### config.mk
export PLATFORM = sky130hd
export DESIGN_NAME = posit_check_sequencer_flat
export DESIGN_NICKNAME = d
export VERILOG_FILES = /design/src/rtl/posit_check_sequencer_if.sv /design/src/rtl/posit_check_sequencer.sv /design/src/flat_wrapper.sv
export SDC_FILE = /design/constraint.sdc
export NUM_CORES = 1
export LEC_CHECK = 0
export ABC_AREA = 1
export CORE_MARGIN = 2
export CORE_UTILIZATION = 40
export CTS_CLUSTER_DIAMETER = 40
export DETAILED_ROUTE_END_ITERATION = 10
export HOLD_SLACK_MARGIN = 0.12
export PLACE_DENSITY = 0.73
export SETUP_SLACK_MARGIN = 0.15
export SKIP_LAST_GASP = 1
export SLEW_MARGIN = 20
export SYNTH_ARGS = -nofsm -noshare
export SYNTH_HDL_FRONTEND = slang
export SYNTH_SLANG_ARGS = --single-unit
export TNS_END_PERCENT = 50
### constraint.sdc
create_clock -name clk -period 1.5 [get_ports clk]
set_clock_uncertainty 0.15 [all_clocks]
set_input_delay 0.3 -clock clk [delete_from_list [all_inputs] [get_ports clk]]
set_output_delay 0.3 -clock clk [all_outputs]
set_load 0.01 [all_outputs]
### src/rtl/posit_check_sequencer_if.sv
// Operand-in and result-out valid/ready channels of posit_check_sequencer.
// The master drives operands and out_ready; the slave (sequencer) drives results.
interface posit_check_sequencer_if #(
    parameter int unsigned FULL_NBITS = 32
) ();
    logic                  in_valid;
    logic                  in_ready;
    logic [FULL_NBITS-1:0] in_a;
    logic [FULL_NBITS-1:0] in_b;
    logic                  out_valid;
    logic                  out_ready;
    logic [FULL_NBITS-1:0] out_sum;
    logic                  out_fault;
    logic                  out_trunc;

    modport master (
        output in_valid, in_a, in_b, out_ready,
        input  in_ready, out_valid, out_sum, out_fault, out_trunc
    );

    modport slave (
        input  in_valid, in_a, in_b, out_ready,
        output in_ready, out_valid, out_sum, out_fault, out_trunc
    );
endinterface

### src/rtl/posit_check_sequencer.sv
// Holds an operand pair on the posit fault-checking adder for a settle window, then
// samples it and returns the selected sum with usage/fault statistics. Option: PCS_FAULT_RETRY_EN.
module posit_check_sequencer #(
    parameter int unsigned FULL_NBITS    = 32,
    parameter int unsigned TRUNC_NBITS   = 16,
    parameter int unsigned SETTLE_CYCLES = 2,
    parameter int unsigned CNT_W         = 16
) (
    input  logic                   clk,
    input  logic                   rst_n,
    posit_check_sequencer_if.slave bus,
    output logic [FULL_NBITS-1:0]  chk_a_o,
    output logic [FULL_NBITS-1:0]  chk_b_o,
    input  logic                   chk_fault_i,
    input  logic                   chk_mode_i,
    input  logic [FULL_NBITS-1:0]  chk_true_sum_i,
    input  logic [FULL_NBITS-1:0]  chk_used_sum_i,
    input  logic                   clear_stats_i,
    output logic [CNT_W-1:0]       trunc_cnt_o,
    output logic [CNT_W-1:0]       punt_cnt_o,
    output logic [CNT_W-1:0]       fault_cnt_o
);
    localparam int unsigned PAD_W    = FULL_NBITS - TRUNC_NBITS;
    localparam int unsigned SETTLE_W = 4;
    localparam logic [SETTLE_W-1:0] SETTLE_LOAD = SETTLE_W'(SETTLE_CYCLES - 1);

    typedef enum logic [1:0] {IDLE, SETTLE, EVAL, HOLD} state_e;

    state_e                state_q, state_d;
    logic [SETTLE_W-1:0]   settle_q, settle_d;
    logic                  in_ready_q, in_ready_d;
    logic                  out_valid_q, out_valid_d;
    logic [FULL_NBITS-1:0] out_sum_q, out_sum_d;
    logic                  out_fault_q, out_fault_d;
    logic                  out_trunc_q, out_trunc_d;
    logic [FULL_NBITS-1:0] chk_a_q, chk_a_d;
    logic [FULL_NBITS-1:0] chk_b_q, chk_b_d;
    logic [CNT_W-1:0]      trunc_cnt_q, trunc_cnt_d;
    logic [CNT_W-1:0]      punt_cnt_q, punt_cnt_d;
    logic [CNT_W-1:0]      fault_cnt_q, fault_cnt_d;
    logic [FULL_NBITS-1:0] cand_sum;
    logic [FULL_NBITS-1:0] eval_sum;

    // Truncated result is left-aligned into the full-width posit field
    assign cand_sum = chk_mode_i ? {chk_used_sum_i[TRUNC_NBITS-1:0], PAD_W'(0)}
                                 : chk_used_sum_i;

`ifdef PCS_FAULT_RETRY_EN
    assign eval_sum = chk_fault_i ? chk_true_sum_i : cand_sum;
`else
    assign eval_sum = cand_sum;
    // Full-precision sum is only consumed when fault recovery is built in
    logic unused_true_sum;
    assign unused_true_sum = ^chk_true_sum_i;
`endif

    function automatic logic [CNT_W-1:0] sat_inc(input logic [CNT_W-1:0] v);
        return (&v) ? v : v + CNT_W'(1);
    endfunction

    always_comb begin
        state_d     = state_q;
        settle_d    = settle_q;
        out_valid_d = out_valid_q;
        out_sum_d   = out_sum_q;
        out_fault_d = out_fault_q;
        out_trunc_d = out_trunc_q;
        chk_a_d     = chk_a_q;
        chk_b_d     = chk_b_q;
        trunc_cnt_d = trunc_cnt_q;
        punt_cnt_d  = punt_cnt_q;
        fault_cnt_d = fault_cnt_q;

        case (state_q)
            IDLE: begin
                if (bus.in_valid) begin
                    chk_a_d  = bus.in_a;
                    chk_b_d  = bus.in_b;
                    settle_d = SETTLE_LOAD;
                    state_d  = SETTLE;
                end
            end
            SETTLE: begin
                if (settle_q == '0) begin
                    state_d = EVAL;
                end else begin
                    settle_d = settle_q - SETTLE_W'(1);
                end
            end
            EVAL: begin
                out_sum_d   = eval_sum;
                out_fault_d = chk_fault_i;
                out_trunc_d = chk_mode_i;
                if (chk_mode_i) begin
                    trunc_cnt_d = sat_inc(trunc_cnt_q);
                end else begin
                    punt_cnt_d = sat_inc(punt_cnt_q);
                end
                if (chk_fault_i) begin
                    fault_cnt_d = sat_inc(fault_cnt_q);
                end
                out_valid_d = 1'b1;
                state_d     = HOLD;
            end
            HOLD: begin
                if (bus.out_ready) begin
                    out_valid_d = 1'b0;
                    state_d     = IDLE;
                end
            end
            default: state_d = IDLE;
        endcase

        // Clear takes priority over a same-cycle increment
        if (clear_stats_i) begin
            trunc_cnt_d = '0;
            punt_cnt_d  = '0;
            fault_cnt_d = '0;
        end

        in_ready_d = (state_d == IDLE);
    end

    always_ff @(posedge clk or negedge rst_n) begin
        if (!rst_n) begin
            state_q     <= IDLE;
            settle_q    <= '0;
            in_ready_q  <= 1'b1;
            out_valid_q <= 1'b0;
            out_sum_q   <= '0;
            out_fault_q <= 1'b0;
            out_trunc_q <= 1'b0;
            chk_a_q     <= '0;
            chk_b_q     <= '0;
            trunc_cnt_q <= '0;
            punt_cnt_q  <= '0;
            fault_cnt_q <= '0;
        end else begin
            state_q     <= state_d;
            settle_q    <= settle_d;
            in_ready_q  <= in_ready_d;
            out_valid_q <= out_valid_d;
            out_sum_q   <= out_sum_d;
            out_fault_q <= out_fault_d;
            out_trunc_q <= out_trunc_d;
            chk_a_q     <= chk_a_d;
            chk_b_q     <= chk_b_d;
            trunc_cnt_q <= trunc_cnt_d;
            punt_cnt_q  <= punt_cnt_d;
            fault_cnt_q <= fault_cnt_d;
        end
    end

    assign bus.in_ready  = in_ready_q;
    assign bus.out_valid = out_valid_q;
    assign bus.out_sum   = out_sum_q;
    assign bus.out_fault = out_fault_q;
    assign bus.out_trunc = out_trunc_q;
    assign chk_a_o       = chk_a_q;
    assign chk_b_o       = chk_b_q;
    assign trunc_cnt_o   = trunc_cnt_q;
    assign punt_cnt_o    = punt_cnt_q;
    assign fault_cnt_o   = fault_cnt_q;

endmodule

### src/flat_wrapper.sv
// flat-port wrapper written by rule: the top's interface ports become plain ports
module posit_check_sequencer_flat 
#(
    parameter int unsigned FULL_NBITS    = 32,
    parameter int unsigned TRUNC_NBITS   = 16,
    parameter int unsigned SETTLE_CYCLES = 2,
    parameter int unsigned CNT_W         = 16
)
  (clk, rst_n, chk_a_o, chk_b_o, chk_fault_i, chk_mode_i, chk_true_sum_i, chk_used_sum_i, clear_stats_i, trunc_cnt_o, punt_cnt_o, fault_cnt_o, bus_in_valid, bus_in_a, bus_in_b, bus_out_ready, bus_in_ready, bus_out_valid, bus_out_sum, bus_out_fault, bus_out_trunc);
  posit_check_sequencer_if #(.FULL_NBITS(FULL_NBITS)) bus_i ();
  input  logic clk;
  input  logic rst_n;
  output logic [FULL_NBITS-1:0] chk_a_o;
  output logic [FULL_NBITS-1:0] chk_b_o;
  input  logic chk_fault_i;
  input  logic chk_mode_i;
  input  logic [FULL_NBITS-1:0] chk_true_sum_i;
  input  logic [FULL_NBITS-1:0] chk_used_sum_i;
  input  logic clear_stats_i;
  output logic [CNT_W-1:0] trunc_cnt_o;
  output logic [CNT_W-1:0] punt_cnt_o;
  output logic [CNT_W-1:0] fault_cnt_o;
  input wire logic [$bits(bus_i.in_valid)-1:0] bus_in_valid;
  input wire logic [$bits(bus_i.in_a)-1:0] bus_in_a;
  input wire logic [$bits(bus_i.in_b)-1:0] bus_in_b;
  input wire logic [$bits(bus_i.out_ready)-1:0] bus_out_ready;
  output wire logic [$bits(bus_i.in_ready)-1:0] bus_in_ready;
  output wire logic [$bits(bus_i.out_valid)-1:0] bus_out_valid;
  output wire logic [$bits(bus_i.out_sum)-1:0] bus_out_sum;
  output wire logic [$bits(bus_i.out_fault)-1:0] bus_out_fault;
  output wire logic [$bits(bus_i.out_trunc)-1:0] bus_out_trunc;
  assign bus_i.in_valid = bus_in_valid;
  assign bus_i.in_a = bus_in_a;
  assign bus_i.in_b = bus_in_b;
  assign bus_i.out_ready = bus_out_ready;
  assign bus_in_ready = bus_i.in_ready;
  assign bus_out_valid = bus_i.out_valid;
  assign bus_out_sum = bus_i.out_sum;
  assign bus_out_fault = bus_i.out_fault;
  assign bus_out_trunc = bus_i.out_trunc;
  posit_check_sequencer #(.FULL_NBITS(FULL_NBITS), .TRUNC_NBITS(TRUNC_NBITS), .SETTLE_CYCLES(SETTLE_CYCLES), .CNT_W(CNT_W)) u_core (.clk(clk), .rst_n(rst_n), .bus(bus_i), .chk_a_o(chk_a_o), .chk_b_o(chk_b_o), .chk_fault_i(chk_fault_i), .chk_mode_i(chk_mode_i), .chk_true_sum_i(chk_true_sum_i), .chk_used_sum_i(chk_used_sum_i), .clear_stats_i(clear_stats_i), .trunc_cnt_o(trunc_cnt_o), .punt_cnt_o(punt_cnt_o), .fault_cnt_o(fault_cnt_o));
endmodule
[Yosys cells after proc, flatten, opt, wreduce, memory -nomap -nowiden]
Index checks and enable logic that the tools add are counted.
Cells by class
  equality and inequality tests: 10
  multiplexer cells: 22
  reduce and logical (&&, ||, !) cells: 17
  $add $sub $neg: 4
Operator list (number)
  16-bit 2-to-1 mux: 12
  16-bit by 1-bit adder with 16-bit output (second input constant): 3
  16-bit AND reduction: 3
  32-bit 2-to-1 mux: 1
  2-bit != test (second input constant): 6
  3-bit AND reduction: 4
  2-bit nonzero test: 5
  4-bit 2-to-1 mux: 2
  2-bit case mux with 4 select lines: 1
  4-bit case mux with 2 select lines: 1
  2-bit 2-to-1 mux: 3
  2-bit equality test (second input constant): 2
  2-bit logical NOT: 2
  4-bit logical NOT: 1
  2-bit AND reduction: 2
  4-bit by 1-bit subtractor with 4-bit output (second input constant): 1
  2-bit by 1-bit equality test with 1-bit output (second input constant): 1
  2-bit by 1-bit != test with 1-bit output (second input constant): 1
  1-bit case mux with 2 select lines: 1
  1-bit 2-to-1 mux: 1
Storage, ports and cells
  word-level logic and storage cells: 65
  register bits: 154
  output and inout port bits: 148
  input bits: 135

[Logic depth before layout (Yosys ltp)]
  word-level depth: 5
  mapped depth: 10
  mapped depth without buffers: 9

[Least setup slack after synthesis]
No wires, ideal clock.
  path type: reg2reg
  start point: reg u_core.trunc_cnt_q[0] (netlist: u_core.trunc_cnt_o[0])
  end point: reg u_core.trunc_cnt_q[10] (netlist: u_core.trunc_cnt_o[10])
  setup slack: -254 ps
  data arrival time: 1485 ps
  library setup time: 119 ps
  period minus slack after synthesis: 1754 ps
  path buffers: 1
  required time: 1231 ps
  cell stages (with the launch flop): 11
  cell sequence: dfrtp_1 -> ha_1 -> nand3_1 -> inv_2 -> nand2_2 -> nor2_4 -> nor2_4 -> nor2_8 -> buf_6 -> nand2_1 -> nand2_1
On the way
  longest elaborated chain between the ends: 5
  elaborated cells between the ends (all ways): 8
  classes of those cells: add/sub (1); eq/ne (1); mux (4); reduce/logical (2)
Ends and longest elaborated chain
  start, declared: line posit_check_sequencer.sv:38  | logic [CNT_W-1:0] trunc_cnt_q, trunc_cnt_d;
  start signal, assigned: line posit_check_sequencer.sv:148  | trunc_cnt_q <= trunc_cnt_d;
  16-bit by 1-bit adder with 16-bit output: line posit_check_sequencer.sv:58  | return (&v) ? v : v + CNT_W'(1);
  16-bit 2-to-1 mux: line posit_check_sequencer.sv:58
  16-bit 2-to-1 mux: line posit_check_sequencer.sv:94  | if (chk_mode_i) begin
  16-bit 2-to-1 mux: line posit_check_sequencer.sv:74  | case (state_q)
  16-bit 2-to-1 mux: line posit_check_sequencer.sv:115  | if (clear_stats_i) begin
Parallel ways exist; a longest one is shown, timed or not. The select of a mux whose other input is x is not followed.
A chain may end at the register's enable or synchronous reset.

[Final worst setup path]
  start point: reg u_core.fault_cnt_q[8] (netlist: u_core.fault_cnt_o[8])
  end point: reg u_core.fault_cnt_q[13] (netlist: u_core.fault_cnt_o[13])
On the way
  longest elaborated chain between the ends: 5
  elaborated cells between the ends (all ways): 8
  classes of those cells: add/sub (1); eq/ne (1); mux (4); reduce/logical (2)
Ends and longest elaborated chain
  start, declared: line posit_check_sequencer.sv:40  | logic [CNT_W-1:0] fault_cnt_q, fault_cnt_d;
  start signal, assigned: line posit_check_sequencer.sv:150  | fault_cnt_q <= fault_cnt_d;
  16-bit by 1-bit adder with 16-bit output: line posit_check_sequencer.sv:58
  16-bit 2-to-1 mux: line posit_check_sequencer.sv:58
  16-bit 2-to-1 mux: line posit_check_sequencer.sv:99  | if (chk_fault_i) begin
  16-bit 2-to-1 mux: line posit_check_sequencer.sv:74
  16-bit 2-to-1 mux: line posit_check_sequencer.sv:115
Parallel ways exist; a longest one is shown, timed or not. The select of a mux whose other input is x is not followed.

==> impl_metrics.json <==
{
  "syn_avg_cell_area_um2": 8.08,
  "outcome": "complete, but fails checks",
  "path_clk_slew_ns": 0.07,
  "dr.pass1.iters": 7,
  "period_share_pct": 117,
  "worstSetupStartpointType": "flop",
  "die_area_um2": 19200,
  "fillers": 1254,
  "ys_ff_latch": 154,
  "cts_sinks": 154,
  "grt_pass1_vias": 7725,
  "criticalPathCategory": "reg2reg",
  "violations": "negative setup slack",
  "power_density_nw_per_um2": 1430,
  "cp_slowest_cell": "dfrtp_1",
  "final_util_pct": 72.5,
  "wirelength_mm": 25.7,
  "drive_above_1_share_pct": 40.2,
  "area_growth_pct": 78.9,
  "p_leak_nw": 6.78,
  "die_y_um": 139,
  "synth.distinct_cells": 28,
  "mappedNetlistArea_um2": 7260,
  "tns_ns": -19.14,
  "critPathMaxFanout": 8,
  "seq_area_frac_synth_pct": 53.1,
  "min_period_ns": 1.76,
  "setup_viol": 145,
  "fmax_mhz": 569,
  "worst_slack_ns": -0.259,
  "hold_viol": 0,
  "wl_per_cell_um": 16.0,
  "rows": 49,
  "cap_violations": 0,
  "io_pins": 283,
  "crit-reg2reg-capture": "u_core.fault_cnt_o[13]",
  "grtUsageTotal_pct": 23.3,
  "multi_input_area_um2": 3530,
  "ir_drop_mv": 1.04,
  "rrSetupSlack_ns": -0.26,
  "cts_tree": "done",
  "antenna_found_initial": 0,
  "clockBufferDepth": 2,
  "gp_congestion": 0.851,
  "place_hpwl_mm": 14.9,
  "clkLatencyLatePin_ns": 0.43,
  "slew_headroom_pct": 71.8,
  "grt_max_degree": 46,
  "worstHoldPathType": "in2async",
  "ys_warn_count": 0,
  "required_ns": 1.71,
  "viasPerCell": 5.03,
  "nets": 1506,
  "root_buffer": "clkbuf_16",
  "floorplan.initialDensity_pct": 40.5,
  "vias": 8093,
  "arrival_ns": 1.97,
  "r2r_cells": 10,
  "antenna_cells": 0,
  "drt-initial-drc-count": 496,
  "overflow": 0,
  "cts_buffers": 17,
  "port_buffers": 250,
  "ant_nets": 0,
  "synthCells": 898,
  "coreArea_um2": 17900,
  "die_width_um": 139,
  "crit_chain": "buf_4 -> nand2_1 -> nor2_1 -> nand2_1 -> nor2_4 -> nor2_4 -> nor2_4 -> clkbuf_16 -> nand2_4 -> nand2_1",
  "htree_levels": 4,
  "r2r_start": "u_core.fault_cnt_o[8]",
  "regArea_um2": 3860,
  "cp-end-kind": "flop",
  "pre_cts_ws_ns": -0.323,
  "tightest_slew_ns": 0.421,
  "drv_slew": 0,
  "rsz0062_at_grt": "true",
  "syn_nets": 1037,
  "max_stage_delay_ns": 0.37,
  "drc": 0,
  "grt_pass1_wl_mm": 36.7
}
flip-flops by register name (all words and copies together) (netlist names):
signal,count
u_core.bus.out_sum,32
u_core.settle_q,4
u_core.bus.in_ready,1
u_core.punt_cnt_o,16
u_core.bus.out_valid,1
u_core.state_q,2
u_core.chk_a_o,32
u_core.fault_cnt_o,16
u_core.trunc_cnt_o,16
u_core.bus.out_trunc,1
u_core.bus.out_fault,1
u_core.chk_b_o,32
synth_stat cells:
master,instances,share of area (%)
o21ai_0,27,1.9
buf_2,7,0.48
inv_2,3,0.16
nand3b_1,4,0.41
o21bai_1,10,1.0
inv_4,2,0.17
nand2_2,4,0.34
buf_6,4,0.62
a21oi_1,1,0.069
nand3_1,35,2.4
dfstp_2,1,0.36
or2_2,7,0.60
nor2_1,49,2.5
buf_4,1,0.10
dfrtp_1,153,53
o211ai_1,16,1.7
nor2_4,8,1.2
nor2_8,4,1.1
clkbuf_1,13,0.67
ha_1,4,0.69
nor2_2,2,0.17
buf_1,6,0.31
inv_1,52,2.7
nand4_1,46,4.0
nand3_2,1,0.14
xor2_1,11,1.3
nor3_1,2,0.14
nand2_1,425,22
per-layer routing:
layer	track usage, %	vias to the layer above	wire, um
met5	0	-	0
met1	27.6	3911	9980
li1	-	3805	-
met3	8.15	59	1890
met2	38.8	318	13100
met4	9.73	0	698
critical path, delay by kind of cell (launching register included):
kind / cells / cell delay [ns]
buffers and inverters: 2 / 0.33
AND/OR/NAND/NOR: 8 / 0.85
flip-flops: 1 / 0.37
kinds of logic after synthesis:
kind of cell | Yosys count | synth area share (%)
and+or+nand+nor | 587 | 35.0
xor gates and xnor gates | 11 | 1.33
adders and majority gates | 4 | 0.690
buffers and inverters | 88 | 5.21
AOI/OAI and AO/OA | 54 | 4.62
DFF | 154 | 53.1
worst max-delay path by stage:
stage / slack [ns] / endpoint / start / cells after the start
after floorplan: -0.14 / u_core.trunc_cnt_o[10] / u_core.trunc_cnt_o[0] / 10
after global placement: -0.29 / u_core.punt_cnt_o[2] / chk_mode_i / 7
after detailed placement: -0.32 / u_core.punt_cnt_o[13] / chk_mode_i / 7
after CTS: -0.14 / u_core.fault_cnt_o[0] / u_core.fault_cnt_o[1] / 10
after global routing: -0.35 / u_core.fault_cnt_o[13] / u_core.fault_cnt_o[8] / 10
final: -0.26 / u_core.fault_cnt_o[13] / u_core.fault_cnt_o[8] / 10
where the power goes:
| group | internal, mW | switching [mW] |
|---|---|---|
| sequential | 5.54 | 0.788 |
| clock | 2.74 | 1.85 |
| combinational | 3.85 | 3.78 |
cell usage in the layout, fill, tap and decap left out, drive strengths merged, types with 7 or more instances in the layout:
cell | synthesis | routed
o21bai | 10 | 10
inv | 57 | 61
nand2 | 429 | 430
clkdlybuf4s50 | 0 | 101
nand4 | 46 | 46
buf | 18 | 364
o21ai | 27 | 27
xor2 | 11 | 11
o211ai | 16 | 16
nor2 | 63 | 65
nand3 | 36 | 36
or2 | 7 | 7
dfrtp | 153 | 153
clkbuf | 13 | 32
what timing repair did:
item                                    4_1_cts  5_1_grt
gates resized for setup                     682      183
endpoints found under the hold margin       154        0
endpoints found under the setup margin      297      301
gates cloned                                  2       16
buffers inserted                             71       32
pin swaps                                    16       38
hold buffers                                  1        0
area by class of cell:
class                   count  share of cell area, %
inverters                  57                   1.80
well taps                 229                   2.21
clock buffers              21                   3.55
multi-input cells         659                   27.2
clock inverters            11                   1.22
flip-flops and latches    154                   29.8
repair inverters            1                 0.0867
repair buffers            477                   34.2
stage by stage:
step	hold slack [ns]	std cells	cell area, um^2	power (mW)
4_1_cts	0.186	1561	11800	17.2
3_3_place_gp	0.0630	1455	10900	12.8
6_report	0.185	1609	13000	18.6
2_1_floorplan	-0.146	898	7330	9.01
3_5_place_dp	0.0691	1455	10900	12.9
5_1_grt	0.193	1609	13000	19.6
No activity file was read; power rests on OpenSTA's default activity.
